File: src/rtl/zombie_lane_engine.sv
// Purpose: per-lane zombie tracker (spawn, tick-driven leftward march, kill, sticky loss) with a pixel hit output.
// Latency: zombie_pixel/zombie_lane are registered one cycle after hCount/vCount; lane state updates on the next edge.
// Backpressure: spawn_ready is combinational and refuses busy, out-of-range or post-loss spawns; kills never stall.
module zombie_lane_engine #(
    parameter int NUM_LANES   = 5,
    parameter int X_W         = 10,
    parameter int LANE_TOP    = 160,
    parameter int LANE_H      = 128,
    parameter int SPAWN_X     = 600,
    parameter int END_OF_LAWN = 0,
    parameter int ZOMBIE_W    = 32,
    parameter int TICK_DIV    = 500000,
    parameter int STEP        = 1
) (
    input  logic                 clk,
    input  logic                 reset_n,
    input  logic                 run,
    input  logic                 spawn_valid,
    input  logic [2:0]           spawn_lane,
    output logic                 spawn_ready,
    input  logic                 kill_valid,
    input  logic [2:0]           kill_lane,
    input  logic [X_W-1:0]       hCount,
    input  logic [X_W-1:0]       vCount,
    output logic                 zombie_pixel,
    output logic [2:0]           zombie_lane,
    output logic [NUM_LANES-1:0] lane_active,
    output logic                 lost,
    output logic [15:0]          zombies_killed
);

    localparam int               DIV_W       = $clog2(TICK_DIV);
    localparam logic [DIV_W-1:0] DIV_LAST    = DIV_W'(TICK_DIV - 1);
    localparam logic [X_W-1:0]   SPAWN_XV    = X_W'(SPAWN_X);
    localparam logic [X_W-1:0]   END_XV      = X_W'(END_OF_LAWN);
    localparam logic [X_W-1:0]   STEP_V      = X_W'(STEP);
    // Smallest X that can still take a full step without reaching the end of the lawn.
    localparam logic [X_W:0]     MOVE_MIN    = (X_W+1)'(END_OF_LAWN + STEP + 1);
    localparam logic [X_W:0]     SPRITE_SPAN = (X_W+1)'(ZOMBIE_W - 1);
    localparam logic [3:0]       LANES_V     = 4'(NUM_LANES);

    typedef enum logic {
        ST_PLAY = 1'b0,
        ST_LOST = 1'b1
    } state_t;

    state_t               state_q;
    logic                 lost_q;
    logic [DIV_W-1:0]     div_q, div_d;
    logic [NUM_LANES-1:0] active_q, active_d;
    logic [X_W-1:0]       x_q [NUM_LANES];
    logic [X_W-1:0]       x_d [NUM_LANES];
    logic [15:0]          kills_q, kills_d;
    logic                 pix_q, pix_d;
    logic [2:0]           pix_lane_q, pix_lane_d;

    logic                 play;
    logic                 tick;
    logic [7:0]           active_pad;
    logic                 spawn_in_range;
    logic                 kill_in_range;
    logic                 kill_fire;
    logic [NUM_LANES-1:0] kill_hit;
    logic [NUM_LANES-1:0] spawn_hit;
    logic                 loss_evt;
    logic [NUM_LANES-1:0] lane_hit;
    logic [31:0]          v32;
    logic [X_W:0]         h_ext;

    assign play       = (state_q == ST_PLAY);
    assign active_pad = 8'(active_q);

    // Movement divider: counts only while running in PLAY, one-cycle tick on the last count.
    always_comb begin
        tick  = 1'b0;
        div_d = div_q;
        if (play && run) begin
            if (div_q == DIV_LAST) begin
                tick  = 1'b1;
                div_d = '0;
            end else begin
                div_d = div_q + 1'b1;
            end
        end
    end

    // Request qualification: lane indices are padded to 8 so out-of-range lanes read as inactive.
    always_comb begin
        spawn_in_range = ({1'b0, spawn_lane} < LANES_V);
        kill_in_range  = ({1'b0, kill_lane} < LANES_V);
        spawn_ready    = play && spawn_in_range && !active_pad[spawn_lane];
        kill_fire      = kill_valid && play && kill_in_range && active_pad[kill_lane];
    end

    // Per-lane decode of which lane the spawn/kill request targets this cycle.
    always_comb begin
        kill_hit  = '0;
        spawn_hit = '0;
        for (int k = 0; k < NUM_LANES; k++) begin
            kill_hit[k]  = kill_fire && (kill_lane == 3'(k));
            spawn_hit[k] = spawn_valid && spawn_ready && (spawn_lane == 3'(k));
        end
    end

    // Lane next state: kill beats tick, spawn (only possible on an idle lane) beats tick, else march.
    always_comb begin
        active_d = active_q;
        loss_evt = 1'b0;
        for (int k = 0; k < NUM_LANES; k++) begin
            x_d[k] = x_q[k];
            if (kill_hit[k]) begin
                active_d[k] = 1'b0;
            end else if (spawn_hit[k]) begin
                active_d[k] = 1'b1;
                x_d[k]      = SPAWN_XV;
            end else if (tick && active_q[k]) begin
                if ({1'b0, x_q[k]} >= MOVE_MIN) begin
                    x_d[k] = x_q[k] - STEP_V;
                end else begin
                    // Clamp at the lawn edge instead of stepping past it.
                    x_d[k]   = END_XV;
                    loss_evt = 1'b1;
                end
            end
        end
    end

    // Kill counter saturates rather than wrapping.
    always_comb begin
        kills_d = kills_q;
        if (kill_fire && (kills_q != 16'hFFFF)) begin
            kills_d = kills_q + 16'd1;
        end
    end

    // Stage-1 pixel hit; widened sums keep X+ZOMBIE_W-1 from overflowing near the right edge.
    always_comb begin
        lane_hit = '0;
        v32      = 32'(vCount);
        h_ext    = {1'b0, hCount};
        for (int k = 0; k < NUM_LANES; k++) begin
            lane_hit[k] = active_q[k]
                       && (v32 >= 32'(LANE_TOP + k * LANE_H))
                       && (v32 <  32'(LANE_TOP + (k + 1) * LANE_H))
                       && (h_ext >= {1'b0, x_q[k]})
                       && (h_ext <= ({1'b0, x_q[k]} + SPRITE_SPAN));
        end
    end

    // Priority pick: scanning downward leaves the lowest hitting lane as the winner.
    always_comb begin
        pix_d      = 1'b0;
        pix_lane_d = 3'd0;
        for (int k = NUM_LANES - 1; k >= 0; k--) begin
            if (lane_hit[k]) begin
                pix_d      = 1'b1;
                pix_lane_d = 3'(k);
            end
        end
    end

    // Game FSM: PLAY until the first loss event, then LOST until reset; lost is a registered output.
    always_ff @(posedge clk or negedge reset_n) begin
        if (!reset_n) begin
            state_q <= ST_PLAY;
            lost_q  <= 1'b0;
        end else begin
            case (state_q)
                ST_PLAY: begin
                    if (loss_evt) begin
                        state_q <= ST_LOST;
                        lost_q  <= 1'b1;
                    end
                end
                ST_LOST: begin
                    state_q <= ST_LOST;
                    lost_q  <= 1'b1;
                end
                default: begin
                    state_q <= ST_PLAY;
                    lost_q  <= 1'b0;
                end
            endcase
        end
    end

    // Divider, lane positions/flags and kill counter.
    always_ff @(posedge clk or negedge reset_n) begin
        if (!reset_n) begin
            div_q    <= '0;
            active_q <= '0;
            kills_q  <= 16'd0;
            for (int k = 0; k < NUM_LANES; k++) begin
                x_q[k] <= SPAWN_XV;
            end
        end else begin
            div_q    <= div_d;
            active_q <= active_d;
            kills_q  <= kills_d;
            for (int k = 0; k < NUM_LANES; k++) begin
                x_q[k] <= x_d[k];
            end
        end
    end

    // Pixel output register.
    always_ff @(posedge clk or negedge reset_n) begin
        if (!reset_n) begin
            pix_q      <= 1'b0;
            pix_lane_q <= 3'd0;
        end else begin
            pix_q      <= pix_d;
            pix_lane_q <= pix_lane_d;
        end
    end

    assign zombie_pixel   = pix_q;
    assign zombie_lane    = pix_lane_q;
    assign lane_active    = active_q;
    assign lost           = lost_q;
    assign zombies_killed = kills_q;

endmodule

File: config.mk
export PLATFORM = sky130hd
export DESIGN_NAME = zombie_lane_engine
export DESIGN_NICKNAME = d
export VERILOG_FILES = /design/src/rtl/zombie_lane_engine.sv
export SDC_FILE = /design/constraint.sdc
export NUM_CORES = 1
export LEC_CHECK = 0
export ABC_AREA = 1
export BUFFER_PORTS_ARGS = -buffer_cell sky130_fd_sc_hd__buf_2
export CELL_PAD_IN_SITES_DETAIL_PLACEMENT = 1
export CELL_PAD_IN_SITES_GLOBAL_PLACEMENT = 2
export CORE_ASPECT_RATIO = 1.1
export CORE_MARGIN = 2
export CORE_UTILIZATION = 36
export DETAILED_ROUTE_END_ITERATION = 7
export PLACE_DENSITY = 0.8
export SYNTH_ARGS = -nofsm -noshare
export SYNTH_HDL_FRONTEND = slang
export SYNTH_SLANG_ARGS = --single-unit
File: constraint.sdc
create_clock -name clk -period 2.9 [get_ports clk]
set_input_delay 0.145 -clock clk [delete_from_list [all_inputs] [get_ports clk]]
set_output_delay 0.145 -clock clk [all_outputs]
set_load 0.02 [all_outputs]
==> out/metrics.yaml, run 1 <==
finish:
  diodes: 0
  fin_nets: 1496
  final_area_mm2: 0.009920
  drive_above_1_share_pct: 11.27
  final_core_util_pct: 40.66
  area_growth_pct: 11.33
timing:
  hold_viol_final: 0
  max_freq_mhz: 384.0
  period_minus_slack_ns: 2.604
  finalSetupTns_ns: 0
  finalSetupViolations: 0
  skew_ns: 0.01245
  fin_crit_sh_pct: 89.80
  tightest_slew_ns: 0.6412
  whs_ns: 0.1264
  slew_violations: 0
  timing.slew.headroom_pct: 57.25
place:
  placed_area_mm2: 0.009593
  gp_congestion: 0.8553
  portBuffers: 52
  hpwl_mm: 22.32
setup_path:
  criticalPathCategory: "reg2reg"
  critPathRequiredTime_ns: 3.15
  worstSetupStartpointType: "flip-flop"
  crit_fanout: 4
  worst_ep_arrival_time_ns: 2.86
  cp-end-kind: "flip-flop"
die:
  io_pins: 58
  design.die.area_mm2: 0.02603
  start_util_pct: 36.52
  die_h_um: 169
  coreArea_mm2: 0.02440
  num_rows: 60
  die_w_um: 154
synth:
  synthesis.area_mm2: 0.008910
  syn_avg_cell_area_um2: 6.928
  synthCells: 1286
  synthFlopType: "dfrtp_1"
  ys_seq_elements: 96
  yosysSeqAreaShare_pct: 27.24
  postSynth.asyncResetShare_pct: 100.0
  synth.distinct_cells: 48
  ys_warn_count: 0
  synth.area.top_cells: "dfrtp_1 21%, ha_1 16%, nand2_1 14%"
  synth_enable_flop_cells: 0
  yosysTopAreaCell: "dfrtp_1"
  syn_nets: 1429
  synth_top_area_share_pct: 21.35
  synthTopCellsByCount: "338 x nand2_1, 160 x nor2_1, 154 x inv_1"
  synth.most_common_cell: "nand2_1"
detailed_routing:
  drt_wl_total_mm: 28.20
  vias: 8589
  drt-vias-per-instance: 5.149
  wl_per_cell_um: 16.91
  drt_iter0_drc: 296
  drc: 0
  route.met3.wl_um: 745
  met1_length_mm: 13.88
  wl_met2_mm: 13.11
  dr.pass1.iters: 6
  top_layer_used: "met5"
  ant_nets: 0
global_route:
  first_global_vias: 8741
  grt_usage_pct: 22.30
  grt_max_degree: 47
  grt-ovfl-total: 0
  grt_pass1_wl_mm: 46.26
  antenna_found_initial: 1
worst_hold_path:
  hold_class: "in2reg"
clocking:
  cts-root-buf: "clkbuf_16"
  cts_tree: "built"
  cts_max_level: 3
  clock_latency_ns: 0.36
  clockBufferDepth: 2
  cts_num_sinks: 96
  numCtsBuffers: 9
  path_clk_slew_ns: 0.08
power:
  power_density_mw_per_mm2: 299.7
  ir_drop_v: 0.0002336
  p_leak_nw: 5.183
job:
  max_cap_viol_count: 0
outcome:
  status: "completed"
## power breakdown
part	internal [mW]	switching, mW	total [mW]
Combinational	0.126	0.252	0.378
Clock	0.602	0.632	1.23
Sequential	1.35	0.0108	1.36
Total	2.08	0.894	2.97
## repair_timing
| action | CTS | global route |
|---|---|---|
| hold buffers | 1 | 0 |
| resized for setup | 0 | 8 |
| buffers inserted | 0 | 1 |
| setup endpoints to repair | 0 | 1 |
| endpoints found under the hold margin | 34 | 0 |
## cell usage in the layout, fill, tap and decap left out, types with 3 or more instances in the layout
cell | netlist | final
o211ai_1 | 3 | 3
nand3_1 | 83 | 83
xnor2_1 | 12 | 12
ha_1 | 112 | 110
nor2_4 | 3 | 3
a21oi_1 | 52 | 51
nor4_1 | 5 | 5
buf_4 | 3 | 19
buf_2 | 7 | 51
o21ai_1 | 12 | 13
nor2_1 | 160 | 158
nand3_2 | 5 | 5
nand2_2 | 9 | 9
o22ai_1 | 7 | 7
nor2_2 | 6 | 8
inv_1 | 154 | 153
nor3_1 | 31 | 31
o21ai_0 | 52 | 51
nand3b_1 | 5 | 5
clkbuf_16 | 0 | 9
xor2_1 | 40 | 40
dfrtp_1 | 76 | 76
inv_2 | 6 | 7
dfstp_2 | 20 | 20
nand4_1 | 49 | 49
nand2_1 | 338 | 338
o21a_1 | 4 | 4
## area by class of cell
cell class	instances	area, µm²
Multi-Input combinational cell	1013	5798
Clock inverter	7	65.06
Sequential cell	96	2427
Timing Repair Buffer	71	407.9
Fill cell	3198	14480
Tap cell	310	387.9
Clock buffer	9	225.2
Inverter	162	608.1
## sequential cells by signal (all words and copies together) (netlist names)
name and count:
x_q 50, div_q 19, zombies_killed 16, lane_active 5
zombie_lane 3, lost 1, state_q 1, zombie_pixel 1
## kinds of logic (layout without fill, tap and decap cells)
logic type / after synthesis / in the layout / share of synthesized area (%)
xor+xnor: 52 / 52 / 5.112
flops: 96 / 96 / 27.24
fa+ha+maj: 112 / 112 / 15.73
simple gates: 710 / 710 / 35.63
buf+inv: 177 / 249 / 7.892
compound gates: 139 / 139 / 8.398
## metal layers
layer | vias to the layer above | global-route usage [%]
li1 | 4359 | -
met1 | 4101 | 30.89
met2 | 102 | 37.65
met3 | 25 | 1.946
met4 | 2 | 5.445
met5 | - | 0
## path summary, 6_finish.rpt
| kind | from | end | slack [ns] | cells after the start |
|---|---|---|---|---|
| worst max-delay path | x_q[30] | zombie_pixel | 0.30 | 21 |
| max in group asynchronous | reset_n | x_q[14] | 1.74 | 3 |
| worst max register to register | x_q[30] | zombie_pixel | 0.30 | 21 |
| min in group asynchronous | reset_n | x_q[45] | 0.34 | 2 |
| worst min register to register | x_q[34] | x_q[34] | 0.48 | 2 |
| worst min-delay path | spawn_valid | lane_active[3] | 0.13 | 3 |
## worst max-delay path: stages, from the launching register on
cell and delay (ns):
dfrtp_1 0.43, inv_1 0.13, ha_1 0.19, nand2_1 0.06, nor2_1 0.18, nand2_1 0.10
nand2_1 0.14, xor2_1 0.09, ha_1 0.30, nand2_1 0.07, nor2_1 0.15, nand2_1 0.07
nand2_1 0.05, nand2_1 0.05, nand2_1 0.05, nand2_1 0.05, nand2_1 0.05, nand2_1 0.04
nand2_1 0.11, nand2_1 0.08, inv_1 0.06, nand2_1 0.04
## through the flow
stage | total power [mW] | setup slack, ns | instances
final | 2.973 | 0.2957 | 1668
after global routing | 3.122 | -0.0004150 | 1668
after CTS | 3.022 | 0.1628 | 1667
after detailed placement | 1.768 | 0.1734 | 1650
after global placement | 1.757 | 0.2831 | 1650
after floorplan | 1.603 | 0.5469 | 1286
Note: power is estimated with default switching activity, not from simulation.
==> run 2, diff against run 1 <==
--- a/config.mk
+++ b/config.mk
@@ -12,8 +12,10 @@
 export CORE_ASPECT_RATIO = 1.1
 export CORE_MARGIN = 2
 export CORE_UTILIZATION = 36
+export CTS_CLUSTER_SIZE = 40
 export DETAILED_ROUTE_END_ITERATION = 7
 export PLACE_DENSITY = 0.8
+export SETUP_SLACK_MARGIN = 0.5
 export SYNTH_ARGS = -nofsm -noshare
 export SYNTH_HDL_FRONTEND = slang
 export SYNTH_SLANG_ARGS = --single-unit
==> run 2 against run 1 <==
Against the previous run:
- count of clock-buffer cells in the layout unchanged
- via count increased by 2.6%
- core utilization increased by 2.2 points
- fmax increased by 9.2%
- setup slack improved by 0.22 ns
- register-to-register slack improved by 0.22 ns
- sequential cell count unchanged
- hold slack improved by 0.0016 ns
- clock power about the same
- largest cell class unchanged
==> out/metrics.yaml, run 2 (synthesis results as in run 1) <==
job:
  max_cap_viol_count: 0
timing:
  slew_violations: 0
  rsz0062_at_grt: "true"
  finalSetupViolations: 0
  fin_crit_sh_pct: 82.21
  skew_ns: 0.01279
  fin_ws_ns: 0.5160
  tightest_slew_ns: 0.6444
  period_minus_slack_ns: 2.384
  hold_viol_final: 0
  finalSetupTns_ns: 0
  timing.slew.headroom_pct: 57.04
  whs_ns: 0.1279
  max_freq_mhz: 419.5
global_route:
  antenna_found_initial: 1
  grt-ovfl-total: 0
  grt_pass1_wl_mm: 47.23
  first_global_vias: 8945
  grt_max_degree: 47
  grt_usage_pct: 22.74
power:
  pwr-share-seq_pct: 45.4
  swShare_pct: 30.22
  ir_drop_v: 0.0002337
  p_clk_share_pct: 41.0
  internal_power_mw: 2.093
  combPwrFrac_pct: 13.6
  p_switching_mw: 0.9064
  p_leak_nw: 5.381
  power_density_mw_per_mm2: 286.8
clocking:
  cts-root-buf: "clkbuf_16"
  numCtsBuffers: 9
  clock_latency_ns: 0.36
  cts_tree: "built"
  cts_num_sinks: 96
  path_clk_slew_ns: 0.08
  clockBufferDepth: 2
  cts_max_level: 3
detailed_routing:
  ant_nets: 0
  drt_iter0_drc: 306
  drt_wl_total_mm: 29.18
  dr.pass1.iters: 4
  drc: 0
  drt-vias-per-instance: 5.168
  wl_per_cell_um: 17.11
  vias: 8811
finish:
  mostFrequentLayoutCell: "nand2_1"
  largest_reg_flops: 50
  top_register: "x_q"
  drive_above_1_share_pct: 18.28
  final_core_util_pct: 42.87
  diodes: 0
  final_area_mm2: 0.01046
  fin_nets: 1533
  final_cell_mix: "315 x nand2_1, 146 x nor2_1, 135 x inv_1, 106 x ha_1, 82 x nand3_1"
  area_growth_pct: 17.40
setup_path:
  worst_ep_arrival_time_ns: 2.69
  rrSetupSlack_ns: 0.52
  crit_fanout: 3
  critPathRequiredTime_ns: 3.20
  criticalPathCategory: "reg2reg"
  worstSetupStartpointType: "flip-flop"
  cp-end-kind: "flip-flop"
place:
  place_ws_ns: 0.1734
  hpwl_mm: 22.32
  portBuffers: 52
  gp_congestion: 0.8553
  placed_area_mm2: 0.009593
die:
  start_util_pct: 36.52
  design.die.area_mm2: 0.02603
  io_pins: 58
  num_rows: 60
  coreArea_mm2: 0.02440
  die_w_um: 154
  die_h_um: 169
outcome:
  status: "completed"
worst_hold_path:
  hold_class: "in2reg"
run 2: per-layer routing:
layer / global-route usage (%) / routed length [µm] / part of all wire (%)
met5: 0 / 13 / 0.045
met4: 5.729 / 449 / 1.5
met3: 1.971 / 629 / 2.2
met2: 38.78 / 14000 / 48
met1: 31.14 / 14080 / 48
run 2: stage by stage:
stage / power [mW] / cells
4_1_cts: 3.035 / 1689
5_1_grt: 3.151 / 1705
3_3_place_gp: 1.757 / 1650
2_1_floorplan: 1.603 / 1286
3_5_place_dp: 1.768 / 1650
6_report: 2.999 / 1705
run 2: critical path, stage by stage, from the launching register on:
cell and delay [ns]:
dfrtp_1 0.43, inv_2 0.11, ha_4 0.16, nand2_4 0.05, nor2_4 0.10, buf_4 0.12
nor2_1 0.05, nor2_2 0.18, ha_1 0.27, nand2_1 0.07, nand2_1 0.06, a21oi_2 0.13
nand2_1 0.06, nand2_1 0.06, nand2_1 0.05, nand2_1 0.05, nand2_1 0.05, nand2_1 0.07
nand2_2 0.08, nand2_1 0.08, inv_1 0.04, nand2_1 0.05
run 2: final timing paths:
| check | depth (start not counted) | to | startpoint |
|---|---|---|---|
| max in group asynchronous | 3 | x_q[16] | reset_n |
| setup / recovery | 21 | zombie_pixel | x_q[31] |
| hold reg to reg | 2 | x_q[34] | x_q[34] |
| setup reg to reg | 21 | zombie_pixel | x_q[31] |
| hold / removal | 3 | lane_active[3] | spawn_valid |
| min in group asynchronous | 2 | x_q[45] | reset_n |
run 2: layout make-up:
class                      instances  area [µm²]
fill                            3179       13940
sequential                        96        2427
timing repair buffer             108       689.4
clock buffer                       9       225.2
inverter                         162       610.6
clock inverter                     7       65.06
tap                              310       387.9
multi-input combinational       1013        6055
run 2: power by group through the flow:
| stage | Sequential (mW) | Clock, mW | Combinational [mW] |
|---|---|---|---|
| detailed placement | 1.39 | 0 | 0.382 |
| finish | 1.36 | 1.23 | 0.408 |
| CTS | 1.36 | 1.28 | 0.397 |
| global route | 1.36 | 1.32 | 0.469 |
| floorplan | 1.39 | 0 | 0.218 |
| global placement | 1.39 | 0 | 0.371 |
run 2: timing repair:
item                                   4_1_cts  5_1_grt
setup endpoints to repair                    4        4
resized for setup                           40       51
endpoints found under the hold margin       34        0
buffers inserted                            22       16
hold buffers                                 1        0
pin swaps                                   13       35
